==> src/rtl/nmr_acq_echo_scheduler_if.sv <==
`default_nettype none
// ============================================================================
// Module      : nmr_acq_echo_scheduler_if
// Description : Control and timing bundle between the pulse-program
//               controller (master) and the CPMG echo scheduler (slave).
//               Master side drives the train request and timing config.
//               Slave side returns the Q-switch, acquisition-window and
//               status strobes.
// Ports       : START, ABORT              train request / abort strobes
//               NUM_ECHO [EW]             echoes per train
//               ECHO_PER, QSW_LEN,
//               ACQ_DLY, ACQ_LEN [CW]     period timing, in ADC_CLK cycles
//               EN_QSW, ACQ_WND,
//               ACQ_WND_PULSED            per-period timing outputs
//               ECHO_IDX [EW]             current echo index
//               BUSY, DONE, CFG_ERR       train status
// Revision    : 1.0 - initial release
// ============================================================================
interface nmr_acq_echo_scheduler_if #(
  parameter int CW = 16,
  parameter int EW = 12
);
  // controller -> scheduler
  logic          START;
  logic          ABORT;
  logic [EW-1:0] NUM_ECHO;
  logic [CW-1:0] ECHO_PER;
  logic [CW-1:0] QSW_LEN;
  logic [CW-1:0] ACQ_DLY;
  logic [CW-1:0] ACQ_LEN;

  // scheduler -> Q-switch / ADC capture / controller
  logic          EN_QSW;
  logic          ACQ_WND;
  logic          ACQ_WND_PULSED;
  logic [EW-1:0] ECHO_IDX;
  logic          BUSY;
  logic          DONE;
  logic          CFG_ERR;

  modport master (
    output START, ABORT, NUM_ECHO, ECHO_PER, QSW_LEN, ACQ_DLY, ACQ_LEN,
    input  EN_QSW, ACQ_WND, ACQ_WND_PULSED, ECHO_IDX, BUSY, DONE, CFG_ERR
  );

  modport slave (
    input  START, ABORT, NUM_ECHO, ECHO_PER, QSW_LEN, ACQ_DLY, ACQ_LEN,
    output EN_QSW, ACQ_WND, ACQ_WND_PULSED, ECHO_IDX, BUSY, DONE, CFG_ERR
  );
endinterface
`default_nettype wire

==> src/rtl/nmr_acq_echo_scheduler.sv <==
`default_nettype none
// ============================================================================
// Module      : nmr_acq_echo_scheduler
// Description : CPMG echo-train sequencer. For each echo period it drives the
//               Q-switch enable, the ADC acquisition window and a one-cycle
//               end-of-window pulse. Timing config is validated and latched
//               when a train starts, so the host may rewrite it mid-train.
// Ports       : ADC_CLK   sole clock, rising edge
//               RESET_N   asynchronous active-low reset
//               bus       nmr_acq_echo_scheduler_if.slave
//                         (START/ABORT/config in; EN_QSW, ACQ_WND,
//                          ACQ_WND_PULSED, ECHO_IDX, BUSY, DONE, CFG_ERR out)
// Revision    : 1.0 - initial release
// ============================================================================
module nmr_acq_echo_scheduler #(
  parameter int CW = 16,
  parameter int EW = 12
) (
  input  wire logic                ADC_CLK,
  input  wire logic                RESET_N,
  nmr_acq_echo_scheduler_if.slave  bus
);

  // --------------------------------------------------------------------------
  // State encoding. The state register tracks which phase of the period the
  // current PCNT value belongs to; FIN is the single DONE cycle.
  // --------------------------------------------------------------------------
  typedef enum logic [2:0] {
    S_IDLE = 3'd0,
    S_QSW  = 3'd1,
    S_GAP  = 3'd2,
    S_ACQ  = 3'd3,
    S_TAIL = 3'd4,
    S_FIN  = 3'd5
  } state_t;

  state_t        r_state;

  // latched config (window end is stored pre-summed)
  logic [EW-1:0] r_num_echo;
  logic [CW-1:0] r_echo_per;
  logic [CW-1:0] r_qsw_len;
  logic [CW-1:0] r_acq_dly;
  logic [CW-1:0] r_acq_end;

  // counters
  logic [CW-1:0] r_pcnt;
  logic [EW-1:0] r_echo_idx;

  // registered outputs
  logic          r_en_qsw;
  logic          r_acq_wnd;
  logic          r_acq_pulse;
  logic          r_busy;
  logic          r_done;
  logic          r_cfg_err;

  // --------------------------------------------------------------------------
  // Config validation. The window end is formed one bit wider so that a
  // wrapped ACQ_DLY+ACQ_LEN can never look shorter than the period.
  // --------------------------------------------------------------------------
  logic [CW:0]   w_acq_sum;
  logic          w_cfg_valid;

  assign w_acq_sum   = {1'b0, bus.ACQ_DLY} + {1'b0, bus.ACQ_LEN};
  assign w_cfg_valid = (bus.NUM_ECHO != '0)
                    && (bus.ACQ_LEN != '0)
                    && (bus.QSW_LEN <= bus.ACQ_DLY)
                    && (w_acq_sum < {1'b0, bus.ECHO_PER});

  // --------------------------------------------------------------------------
  // Period / echo bookkeeping
  // --------------------------------------------------------------------------
  logic          w_in_idle;
  logic          w_run;
  logic          w_period_end;
  logic          w_last_echo;

  assign w_in_idle    = (r_state == S_IDLE);
  assign w_run        = (r_state != S_IDLE) && (r_state != S_FIN);
  assign w_period_end = (r_pcnt == (r_echo_per - CW'(1)));
  // compared one bit wider so ECHO_IDX+1 cannot wrap
  assign w_last_echo  = (({1'b0, r_echo_idx} + (EW+1)'(1)) >= {1'b0, r_num_echo});

  // --------------------------------------------------------------------------
  // Next-cycle period position and the outputs it implies. When leaving IDLE
  // the config has not been latched yet, so the live ports are used; the
  // outputs are registered against the PCNT value they describe, which puts
  // the first EN_QSW one cycle after START.
  // --------------------------------------------------------------------------
  logic [CW-1:0] w_cfg_qsw;
  logic [CW-1:0] w_cfg_dly;
  logic [CW-1:0] w_cfg_end;
  logic [CW-1:0] w_pcnt_nxt;
  logic          w_qsw_nxt;
  logic          w_wnd_nxt;
  logic          w_pulse_nxt;
  state_t        w_phase_nxt;

  assign w_cfg_qsw   = w_in_idle ? bus.QSW_LEN           : r_qsw_len;
  assign w_cfg_dly   = w_in_idle ? bus.ACQ_DLY           : r_acq_dly;
  assign w_cfg_end   = w_in_idle ? w_acq_sum[CW-1:0]     : r_acq_end;
  assign w_pcnt_nxt  = (w_in_idle || w_period_end) ? '0  : (r_pcnt + CW'(1));

  assign w_qsw_nxt   = (w_pcnt_nxt <  w_cfg_qsw);
  assign w_wnd_nxt   = (w_pcnt_nxt >= w_cfg_dly) && (w_pcnt_nxt < w_cfg_end);
  // window end is always strictly inside the period, so this always fires
  assign w_pulse_nxt = (w_pcnt_nxt == w_cfg_end);

  // Empty phases fall through naturally: with QSW_LEN=0 position 0 is already
  // GAP (or ACQ when ACQ_DLY=0).
  always_comb begin
    w_phase_nxt = S_TAIL;
    if (w_pcnt_nxt < w_cfg_qsw) begin
      w_phase_nxt = S_QSW;
    end else if (w_pcnt_nxt < w_cfg_dly) begin
      w_phase_nxt = S_GAP;
    end else if (w_pcnt_nxt < w_cfg_end) begin
      w_phase_nxt = S_ACQ;
    end
  end

  // --------------------------------------------------------------------------
  // Sequencer
  // --------------------------------------------------------------------------
  always_ff @(posedge ADC_CLK or negedge RESET_N) begin
    if (!RESET_N) begin
      r_state     <= S_IDLE;
      r_num_echo  <= '0;
      r_echo_per  <= '0;
      r_qsw_len   <= '0;
      r_acq_dly   <= '0;
      r_acq_end   <= '0;
      r_pcnt      <= '0;
      r_echo_idx  <= '0;
      r_en_qsw    <= 1'b0;
      r_acq_wnd   <= 1'b0;
      r_acq_pulse <= 1'b0;
      r_busy      <= 1'b0;
      r_done      <= 1'b0;
      r_cfg_err   <= 1'b0;
    end else begin
      // single-cycle strobes
      r_done    <= 1'b0;
      r_cfg_err <= 1'b0;

      if (w_run && bus.ABORT) begin
        // abort drops every window at once; the pending end-of-window pulse
        // is suppressed and ECHO_IDX keeps the echo that was interrupted
        r_state     <= S_FIN;
        r_en_qsw    <= 1'b0;
        r_acq_wnd   <= 1'b0;
        r_acq_pulse <= 1'b0;
        r_busy      <= 1'b0;
        r_done      <= 1'b1;
      end else begin
        case (r_state)
          S_IDLE: begin
            // ABORT coincident with START drops the request
            if (bus.START && !bus.ABORT) begin
              if (w_cfg_valid) begin
                r_num_echo  <= bus.NUM_ECHO;
                r_echo_per  <= bus.ECHO_PER;
                r_qsw_len   <= bus.QSW_LEN;
                r_acq_dly   <= bus.ACQ_DLY;
                r_acq_end   <= w_acq_sum[CW-1:0];
                r_pcnt      <= '0;
                r_echo_idx  <= '0;
                r_busy      <= 1'b1;
                r_en_qsw    <= w_qsw_nxt;
                r_acq_wnd   <= w_wnd_nxt;
                r_acq_pulse <= w_pulse_nxt;
                r_state     <= w_phase_nxt;
              end else begin
                r_cfg_err   <= 1'b1;
              end
            end
          end

          S_FIN: begin
            r_state <= S_IDLE;
          end

          default: begin
            if (w_period_end && w_last_echo) begin
              r_state     <= S_FIN;
              r_en_qsw    <= 1'b0;
              r_acq_wnd   <= 1'b0;
              r_acq_pulse <= 1'b0;
              r_busy      <= 1'b0;
              r_done      <= 1'b1;
            end else begin
              // back-to-back periods: PCNT wraps with no idle gap
              if (w_period_end) begin
                r_echo_idx <= r_echo_idx + EW'(1);
              end
              r_pcnt      <= w_pcnt_nxt;
              r_en_qsw    <= w_qsw_nxt;
              r_acq_wnd   <= w_wnd_nxt;
              r_acq_pulse <= w_pulse_nxt;
              r_state     <= w_phase_nxt;
            end
          end
        endcase
      end
    end
  end

  // --------------------------------------------------------------------------
  // Output mapping
  // --------------------------------------------------------------------------
  assign bus.EN_QSW         = r_en_qsw;
  assign bus.ACQ_WND        = r_acq_wnd;
  assign bus.ACQ_WND_PULSED = r_acq_pulse;
  assign bus.ECHO_IDX       = r_echo_idx;
  assign bus.BUSY           = r_busy;
  assign bus.DONE           = r_done;
  assign bus.CFG_ERR        = r_cfg_err;

endmodule
`default_nettype wire

==> src/flat_wrapper.sv <==
// flat-port wrapper written by rule: the top's interface ports become plain ports
module nmr_acq_echo_scheduler_flat 
#(
  parameter int CW = 16,
  parameter int EW = 12
)
  (ADC_CLK, RESET_N, bus_START, bus_ABORT, bus_NUM_ECHO, bus_ECHO_PER, bus_QSW_LEN, bus_ACQ_DLY, bus_ACQ_LEN, bus_EN_QSW, bus_ACQ_WND, bus_ACQ_WND_PULSED, bus_ECHO_IDX, bus_BUSY, bus_DONE, bus_CFG_ERR);
  nmr_acq_echo_scheduler_if #(.CW(CW), .EW(EW)) bus_i ();
  input  wire logic ADC_CLK;
  input  wire logic RESET_N;
  input wire logic [$bits(bus_i.START)-1:0] bus_START;
  input wire logic [$bits(bus_i.ABORT)-1:0] bus_ABORT;
  input wire logic [$bits(bus_i.NUM_ECHO)-1:0] bus_NUM_ECHO;
  input wire logic [$bits(bus_i.ECHO_PER)-1:0] bus_ECHO_PER;
  input wire logic [$bits(bus_i.QSW_LEN)-1:0] bus_QSW_LEN;
  input wire logic [$bits(bus_i.ACQ_DLY)-1:0] bus_ACQ_DLY;
  input wire logic [$bits(bus_i.ACQ_LEN)-1:0] bus_ACQ_LEN;
  output wire logic [$bits(bus_i.EN_QSW)-1:0] bus_EN_QSW;
  output wire logic [$bits(bus_i.ACQ_WND)-1:0] bus_ACQ_WND;
  output wire logic [$bits(bus_i.ACQ_WND_PULSED)-1:0] bus_ACQ_WND_PULSED;
  output wire logic [$bits(bus_i.ECHO_IDX)-1:0] bus_ECHO_IDX;
  output wire logic [$bits(bus_i.BUSY)-1:0] bus_BUSY;
  output wire logic [$bits(bus_i.DONE)-1:0] bus_DONE;
  output wire logic [$bits(bus_i.CFG_ERR)-1:0] bus_CFG_ERR;
  assign bus_i.START = bus_START;
  assign bus_i.ABORT = bus_ABORT;
  assign bus_i.NUM_ECHO = bus_NUM_ECHO;
  assign bus_i.ECHO_PER = bus_ECHO_PER;
  assign bus_i.QSW_LEN = bus_QSW_LEN;
  assign bus_i.ACQ_DLY = bus_ACQ_DLY;
  assign bus_i.ACQ_LEN = bus_ACQ_LEN;
  assign bus_EN_QSW = bus_i.EN_QSW;
  assign bus_ACQ_WND = bus_i.ACQ_WND;
  assign bus_ACQ_WND_PULSED = bus_i.ACQ_WND_PULSED;
  assign bus_ECHO_IDX = bus_i.ECHO_IDX;
  assign bus_BUSY = bus_i.BUSY;
  assign bus_DONE = bus_i.DONE;
  assign bus_CFG_ERR = bus_i.CFG_ERR;
  nmr_acq_echo_scheduler #(.CW(CW), .EW(EW)) u_core (.ADC_CLK(ADC_CLK), .RESET_N(RESET_N), .bus(bus_i));
endmodule
==> config.mk <==
export PLATFORM = sky130hd
export DESIGN_NAME = nmr_acq_echo_scheduler_flat
export DESIGN_NICKNAME = d
export VERILOG_FILES = /design/src/rtl/nmr_acq_echo_scheduler_if.sv /design/src/rtl/nmr_acq_echo_scheduler.sv /design/src/flat_wrapper.sv
export SDC_FILE = /design/constraint.sdc
export NUM_CORES = 1
export LEC_CHECK = 0
export ABC_AREA = 1
export CORE_MARGIN = 3
export CORE_UTILIZATION = 47
export DETAILED_ROUTE_END_ITERATION = 7
export PLACE_DENSITY = 0.68
export SYNTH_ARGS = -nofsm -noshare
export SYNTH_HDL_FRONTEND = slang
export SYNTH_SLANG_ARGS = --single-unit
==> constraint.sdc <==
create_clock -name ADC_CLK -period 3.6 [get_ports ADC_CLK]
set_clock_uncertainty 0.1 [all_clocks]
set_input_delay 0.72 -clock ADC_CLK [delete_from_list [all_inputs] [get_ports ADC_CLK]]
set_output_delay 0.72 -clock ADC_CLK [all_outputs]
set_load 0.01 [all_outputs]
-- Word-level counts from Yosys, hierarchy flattened
Cells that the tools add are included.
- add/sub/neg operators: 5
- $lt $le $gt $ge: 7
- div/mod/pow operators: 0
- shifts and indexed selects: 0
- reductions and logical operators: 23
- $mul: 0
- mux-type cells: 48
- eq/ne operators: 10
- bitwise logic cells: 2
- operators with widths (kind ; count):
    16-bit two-way mux ; 7
    16-bit < comparator ; 3
    12-bit two-way mux ; 4
    16-bit == test ; 2
    16-bit case mux with 2 select lines ; 1
    12-bit case mux with 2 select lines ; 1
    1-bit two-way mux ; 23
    3-bit two-way mux ; 7
    16-bit by 16-bit adder with 17-bit output ; 1
    17-bit by 16-bit < comparator with 1-bit output ; 1
    16-bit by 1-bit adder with 16-bit output (second input constant) ; 1
    16-bit >= comparator ; 1
    16-bit <= comparator ; 1
    16-bit nonzero test ; 1
    16-bit by 1-bit subtractor with 16-bit output (second input constant) ; 1
    12-bit by 1-bit adder with 13-bit output (second input constant) ; 1
    13-bit by 12-bit >= comparator with 1-bit output ; 1
    12-bit by 1-bit adder with 12-bit output (second input constant) ; 1
    12-bit nonzero test ; 1
    1-bit logical AND ; 8
    1-bit case mux with 2 select lines ; 4
    4-bit AND reduction ; 2
    2-bit by 1-bit != test with 1-bit output (second input constant) ; 3
    3-bit != test (second input constant) ; 2
    15 further kinds ; 17
- bits of input ports: 80
- ROM bits: 0
- latch bits: 0
- memories kept: 0
- bits in writable memories: 0
- word-level logic and storage cells: 109
- output and inout bits: 18
- bits in registers: 113

-- Depth between registers and ports, before layout
- depth after elaboration: 12
- gate-level depth with buffers: 31
- depth with buffers taken out: 30

-- Worst setup path after synthesis
OpenSTA, ideal clock, no wires.
- path type: in2reg
- start: input port bus_ACQ_LEN[2]
- end: register u_core.r_acq_end[3]
- buffers on the path: 2
- data arrival time: 4.100 ns
- stages: 27
- library setup time: 0.131 ns
- path slack: -0.731 ns
- required time: 3.369 ns
- cells stage by stage: ha_1 a21oi_1 nand2_1 nand2_1 nand2_1 nand2_1 nand2_1 a21oi_1 nand3b_1 o21ai_0 nand2_1 nand2_1 a21oi_1 xor2_1 inv_1 ha_1 a211o_1 a31oi_1 o311ai_0 a21oi_1 nand3_1 inv_2 nand3_1 buf_4 buf_2 nand2_1 o21ai_0
- elaborated cells between the ends (all ways): 7
- those cells by class: add/sub: 1; order compare: 1; reduce/logical: 5
- RTL lines (item ; line ; source):
    start: declaration ; flat_wrapper.sv:17 ; input wire logic [$bits(bus_i.ACQ_LEN)-1:0] bus_ACQ_LEN;
    16-bit by 16-bit adder with 17-bit output ; nmr_acq_echo_scheduler.sv:65 ; assign w_acq_sum = {1'b0, bus.ACQ_DLY} + {1'b0, bus.ACQ_LEN};
    net u_core.w_acq_sum[15] ; nmr_acq_echo_scheduler.sv:62 ; logic [CW:0] w_acq_sum;
    17-bit by 16-bit < comparator with 1-bit output ; nmr_acq_echo_scheduler.sv:69 ; && (w_acq_sum < {1'b0, bus.ECHO_PER});
    1-bit logical AND ; nmr_acq_echo_scheduler.sv:69 ;
    4-bit AND reduction (no source line) ; - ;
    end signal: assignment ; nmr_acq_echo_scheduler.sv:166 ; r_acq_end <= w_acq_sum[CW-1:0];
    end: declaration ; nmr_acq_echo_scheduler.sv:44 ; logic [CW-1:0] r_acq_end;
The timed path passes the listed nets, and every way through them passes these cells.
A chain may end at the register's enable or synchronous reset.

-- Worst setup path in the final report
- start: input port bus_ACQ_DLY[3]
- end: register u_core.r_acq_end[9]
- longest elaborated chain between the ends: 4
- elaborated cells between the ends (all ways): 6
- those cells by class: add/sub: 1; order compare: 2; reduce/logical: 3
- ends and longest elaborated chain (item ; line ; source):
    start: declaration ; flat_wrapper.sv:16 ; input wire logic [$bits(bus_i.ACQ_DLY)-1:0] bus_ACQ_DLY;
    16-bit by 16-bit adder with 17-bit output * ; nmr_acq_echo_scheduler.sv:65 ;
    net u_core.w_acq_sum[9] ; nmr_acq_echo_scheduler.sv:62 ;
    17-bit by 16-bit < comparator with 1-bit output ; nmr_acq_echo_scheduler.sv:69 ;
    1-bit logical AND ; nmr_acq_echo_scheduler.sv:69 ;
    4-bit AND reduction (no source line) ; - ;
The timed path passes the listed nets; every way through them passes the cells marked *.

==> summary.md <==
| Metric | Value |
|---|---|
| Crit Path Category | in2reg |
| Status | finished, violations left |
| Standard cell with the maximum stage delay on the critical path | sky130_fd_sc_hd__ha_4 |
| Ys async rst share | 1.00 |
| Later-pin clock latency in the skew report | 0.43 ns |
| GRT Total Usage | 0.277 |
| Core ar. | 18,800 µm² |
| Reg2Reg Launch Point | u_core.r_echo_per[1] |
| Internal Dissipation | 5.52 mW |
| Critical path's largest stage delay | 0.26 ns |
| Critical Path End Type | flip-flop |
| Vertical die dimension | 145 µm |
| Post-synthesis register bit count | 113 |
| Vias | ~10,000 |
| Proportion of power drawn by combinational gates | 0.633 |
| Ports placed on the boundary | 98 |
| Area of all placed cells without fillers | 13,700 µm² |
| Uppermost signal routing layer after detailed routing | met4 |
| Clock Path Buffers | 2 |
| Worst Path Max Fanout | 7 |
| Number of enable flip-flop cells after synthesis | 0 |
| Number of violations of the max-capacitance limit | 0 |
| Number of port buffers | 97 |
| Power per standard cell area | between 700 and 800 nW/µm² |
| Post-Layout Cell Count | 1,836 |
| Signal arrival time at the worst endpoint | around 4.5 ns |
| Final wirelength | between 30,000 and 40,000 µm |
| Number of hold violations in the final report | 0 |
| Row cnt | 50 |
| Count of cell types in the netlist | 46 |
| Largest net degree at the start of global routing | 104 |
| Most frequent cells in the layout | 252 x sky130_fd_sc_hd__nand2_1, 213 x sky130_fd_sc_hd__buf_4, 178 x sky130_fd_sc_hd__inv_1 |
| Worst-margin pin slew | 0.614 ns |
| Cell Count Post-Placement | 1,755 |
| Detailed-router iteration count before antenna repair | 5 |
| Half-perimeter wire length of the detailed placement result | ~21,000 µm |
| Average via count per standard cell | between 5 and 6 |
| Area growth syn-to-layout | 51.7% |
| Share of the cycle needed by the critical path after routing | 1.18 |
| Number of filler cells placed in the layout | around 1,400 |
| Wire length the detailed router placed on met1 | 12,900 µm |
| Share of power burned in registers | 0.215 |
| Share of power burned in the clock network | 0.152 |
| Detailed-routed wire length on met3 | 2230 µm |
| Max-slew violations | 0 |
| Cell mode on critical path | sky130_fd_sc_hd__buf_4 |
| Instance area after placement | around 12,000 µm² |
| Post-CTS clock slew at the launch and capture registers of the worst setup and hold paths | 0.06 ns |
| Global-route wire length before repair | between 40,000 and 50,000 µm |
| Post-layout min period | 4.26 ns |
| Pre-CTS setup slack | -1.77 ns |
| Worst IR drop on VDD | roughly 500 µV |
| Number of diodes added for antenna fixing | 0 |
| Post-layout power | 9.96 mW |
| DIE AREA | approximately 21,000 µm² |
| CTS tree | built |
| Type of the worst min-delay path | in2async |
| First DRT Iteration DRCs | 932 |
| Most used DFF post-synth | sky130_fd_sc_hd__dfrtp_1 |
| Overall overflow remaining after global route | 0 |
| Initial antenna violation count | 0 |
| Final WS setup | -0.657 ns |
| Count of synthesis-stage warnings from yosys | 0 |
| Proportion of synthesized chip area in sequential cells | 0.313 |
| Setup_tns | -66.01 ns |
| Layout cells sized above 1 | 0.303 |
| Post-detailed-route DRC marker count | 0 |
| Post-Synthesis Cell Area | 9040 µm² |
| Clock root buffer master | sky130_fd_sc_hd__clkbuf_16 |
| Post-synthesis area per instance | between 7 and 8 µm² |
| Net switching power of the design | 4.45 mW |
| Highest attainable clock frequency | 235 MHz |
| Leakage Power | between 7 and 8 nW |
| Post-Syn Instances | around 1,300 |
| CP Launch Point | bus_ACQ_DLY[3] |
| Switching share of power | 0.446 |
| Number of CTS-inserted buffers | 17 |
| Initial cell density of the core | 0.482 |
| Antenna-violating nets left | 0 |
| R2R Setup Slk | -0.47 ns |
| X dimension of the die | 145 µm |
| Final setup violating endpoints | 112 |
| Unrepaired setup endpoints after global routing | true |
| Net Count, Synth | between 1,000 and 1,500 |
| Most common cell after layout, fill and taps aside | sky130_fd_sc_hd__nand2_1 |
| Violations in the final reports | negative setup slack |
| Count of H-tree levels built during CTS | 4 |
| Startpoint kind of the worst setup timing path | primary input |
| Clock sink count | 113 |
| Slew headroom | 0.591 |
| Via count of the first global-routing pass | just over 9,000 |
| Endpoint required time on the critical path | 3.81 ns |
| Final GP Congestion | 0.869 |
| CTS Hold Buffers Added | 0 |
| Number of nets in the layout | roughly 1,800 |
| WL/cell | 17.3 µm |
| Total met2 wirelength after detailed routing | 15,600 µm |
==> through the flow <==
stage | hold WS, ns | utilization
after CTS | 0.221 | 0.688
after detailed placement | 0.367 | 0.632
after global placement | 0.361 | 0.632
after global routing | 0.251 | 0.730
after floorplan | 0.324 | -
final | 0.210 | 0.730
==> Yosys cell counts (all sizes together) (2+ instances only) <==
master  number  area (µm²)
a21oi       56         280
o21a         2        15.0
nor3b        6        60.1
inv        186         701
o311ai       2        17.5
o21bai       3        22.5
nor4         8        65.1
o211ai       4        30.0
or2          3        18.8
xor2        25         219
nor2        93         394
nand3b       8        60.1
o21ai      170         851
xnor2        8        70.1
dfrtp      113        2830
nand3       28         145
buf         13        91.3
ha         109        1360
nand4       24         165
clkbuf      19        71.3
o221ai       5        43.8
nor3        19         105
a211oi       8        60.1
nand2      336        1270
==> area by class of cell <==
cell class	instances	area, µm²	share of cell area
multi-input cells	927	6120	0.447
inverters	186	716	0.0522
repair buffers	345	3240	0.236
well taps	234	293	0.0214
clock inverters	10	65.1	0.00475
flip-flops and latches	113	2830	0.206
clock buffers	21	450	0.0329
==> routing by layer <==
metal | up-vias | GRT usage
met4 | 0 | 0.0923
met3 | 88 | 0.0421
met2 | 393 | 0.465
met1 | 4721 | 0.366
met5 | - | 0
li1 | 4802 | -
==> kinds of logic after synthesis <==
| kind of cell | share of synthesized area |
|---|---|
| simple gates | 0.256 |
| compound gates | 0.151 |
| fa+ha+maj | 0.153 |
| xor+xnor | 0.0320 |
| buf+inv | 0.0955 |
| flops | 0.313 |
==> power by group through the flow <==
stage	sequential, mW	clock [mW]	combinational (mW)
after floorplan	2.03	0	3.21
after global placement	2.05	0	5.09
after detailed placement	2.06	0	5.24
after CTS	2.05	1.51	5.85
after global routing	2.19	1.57	6.96
final	2.14	1.51	6.31
==> sequential cells by signal, indices dropped and copies added, names as in the netlist, 3 cells and up <==
name and count:
u_core.r_num_echo 12, u_core.r_echo_per 16, u_core.r_acq_dly 16, u_core.r_qsw_len 16, u_core.r_state 3, u_core.bus.ECHO_IDX 12
u_core.r_acq_end 16, u_core.r_pcnt 16
==> worst max-delay path, delay by kind of cell <==
kind | cells | cell delay [ns]
AOI/OAI and AO/OA | 4 | 0.45
buffers and inverters | 13 | 1.58
and+or+nand+nor | 13 | 1.13
adders and majority gates | 2 | 0.43
xor gates and xnor gates | 1 | 0.13
==> repair_timing <==
action,CTS,global route
pin swaps,31,21
gates resized for setup,132,197
buffers inserted,26,6
setup endpoints to repair,112,113
gates cloned,3,17
endpoints found under the hold margin,0,0
==> path summary, 6_finish.rpt <==
kind / end / cells past startpoint
worst max-delay path: u_core.r_acq_end[9] / 33
worst min-delay path: u_core.bus.ECHO_IDX[6] / 1
worst max register to register: u_core.r_state[2] / 27
worst min register to register: u_core.r_acq_dly[7] / 2
max in group asynchronous: u_core.r_acq_dly[13] / 2
min in group ADC_CLK: u_core.r_acq_dly[7] / 2
(Power assumes the default switching activity.)
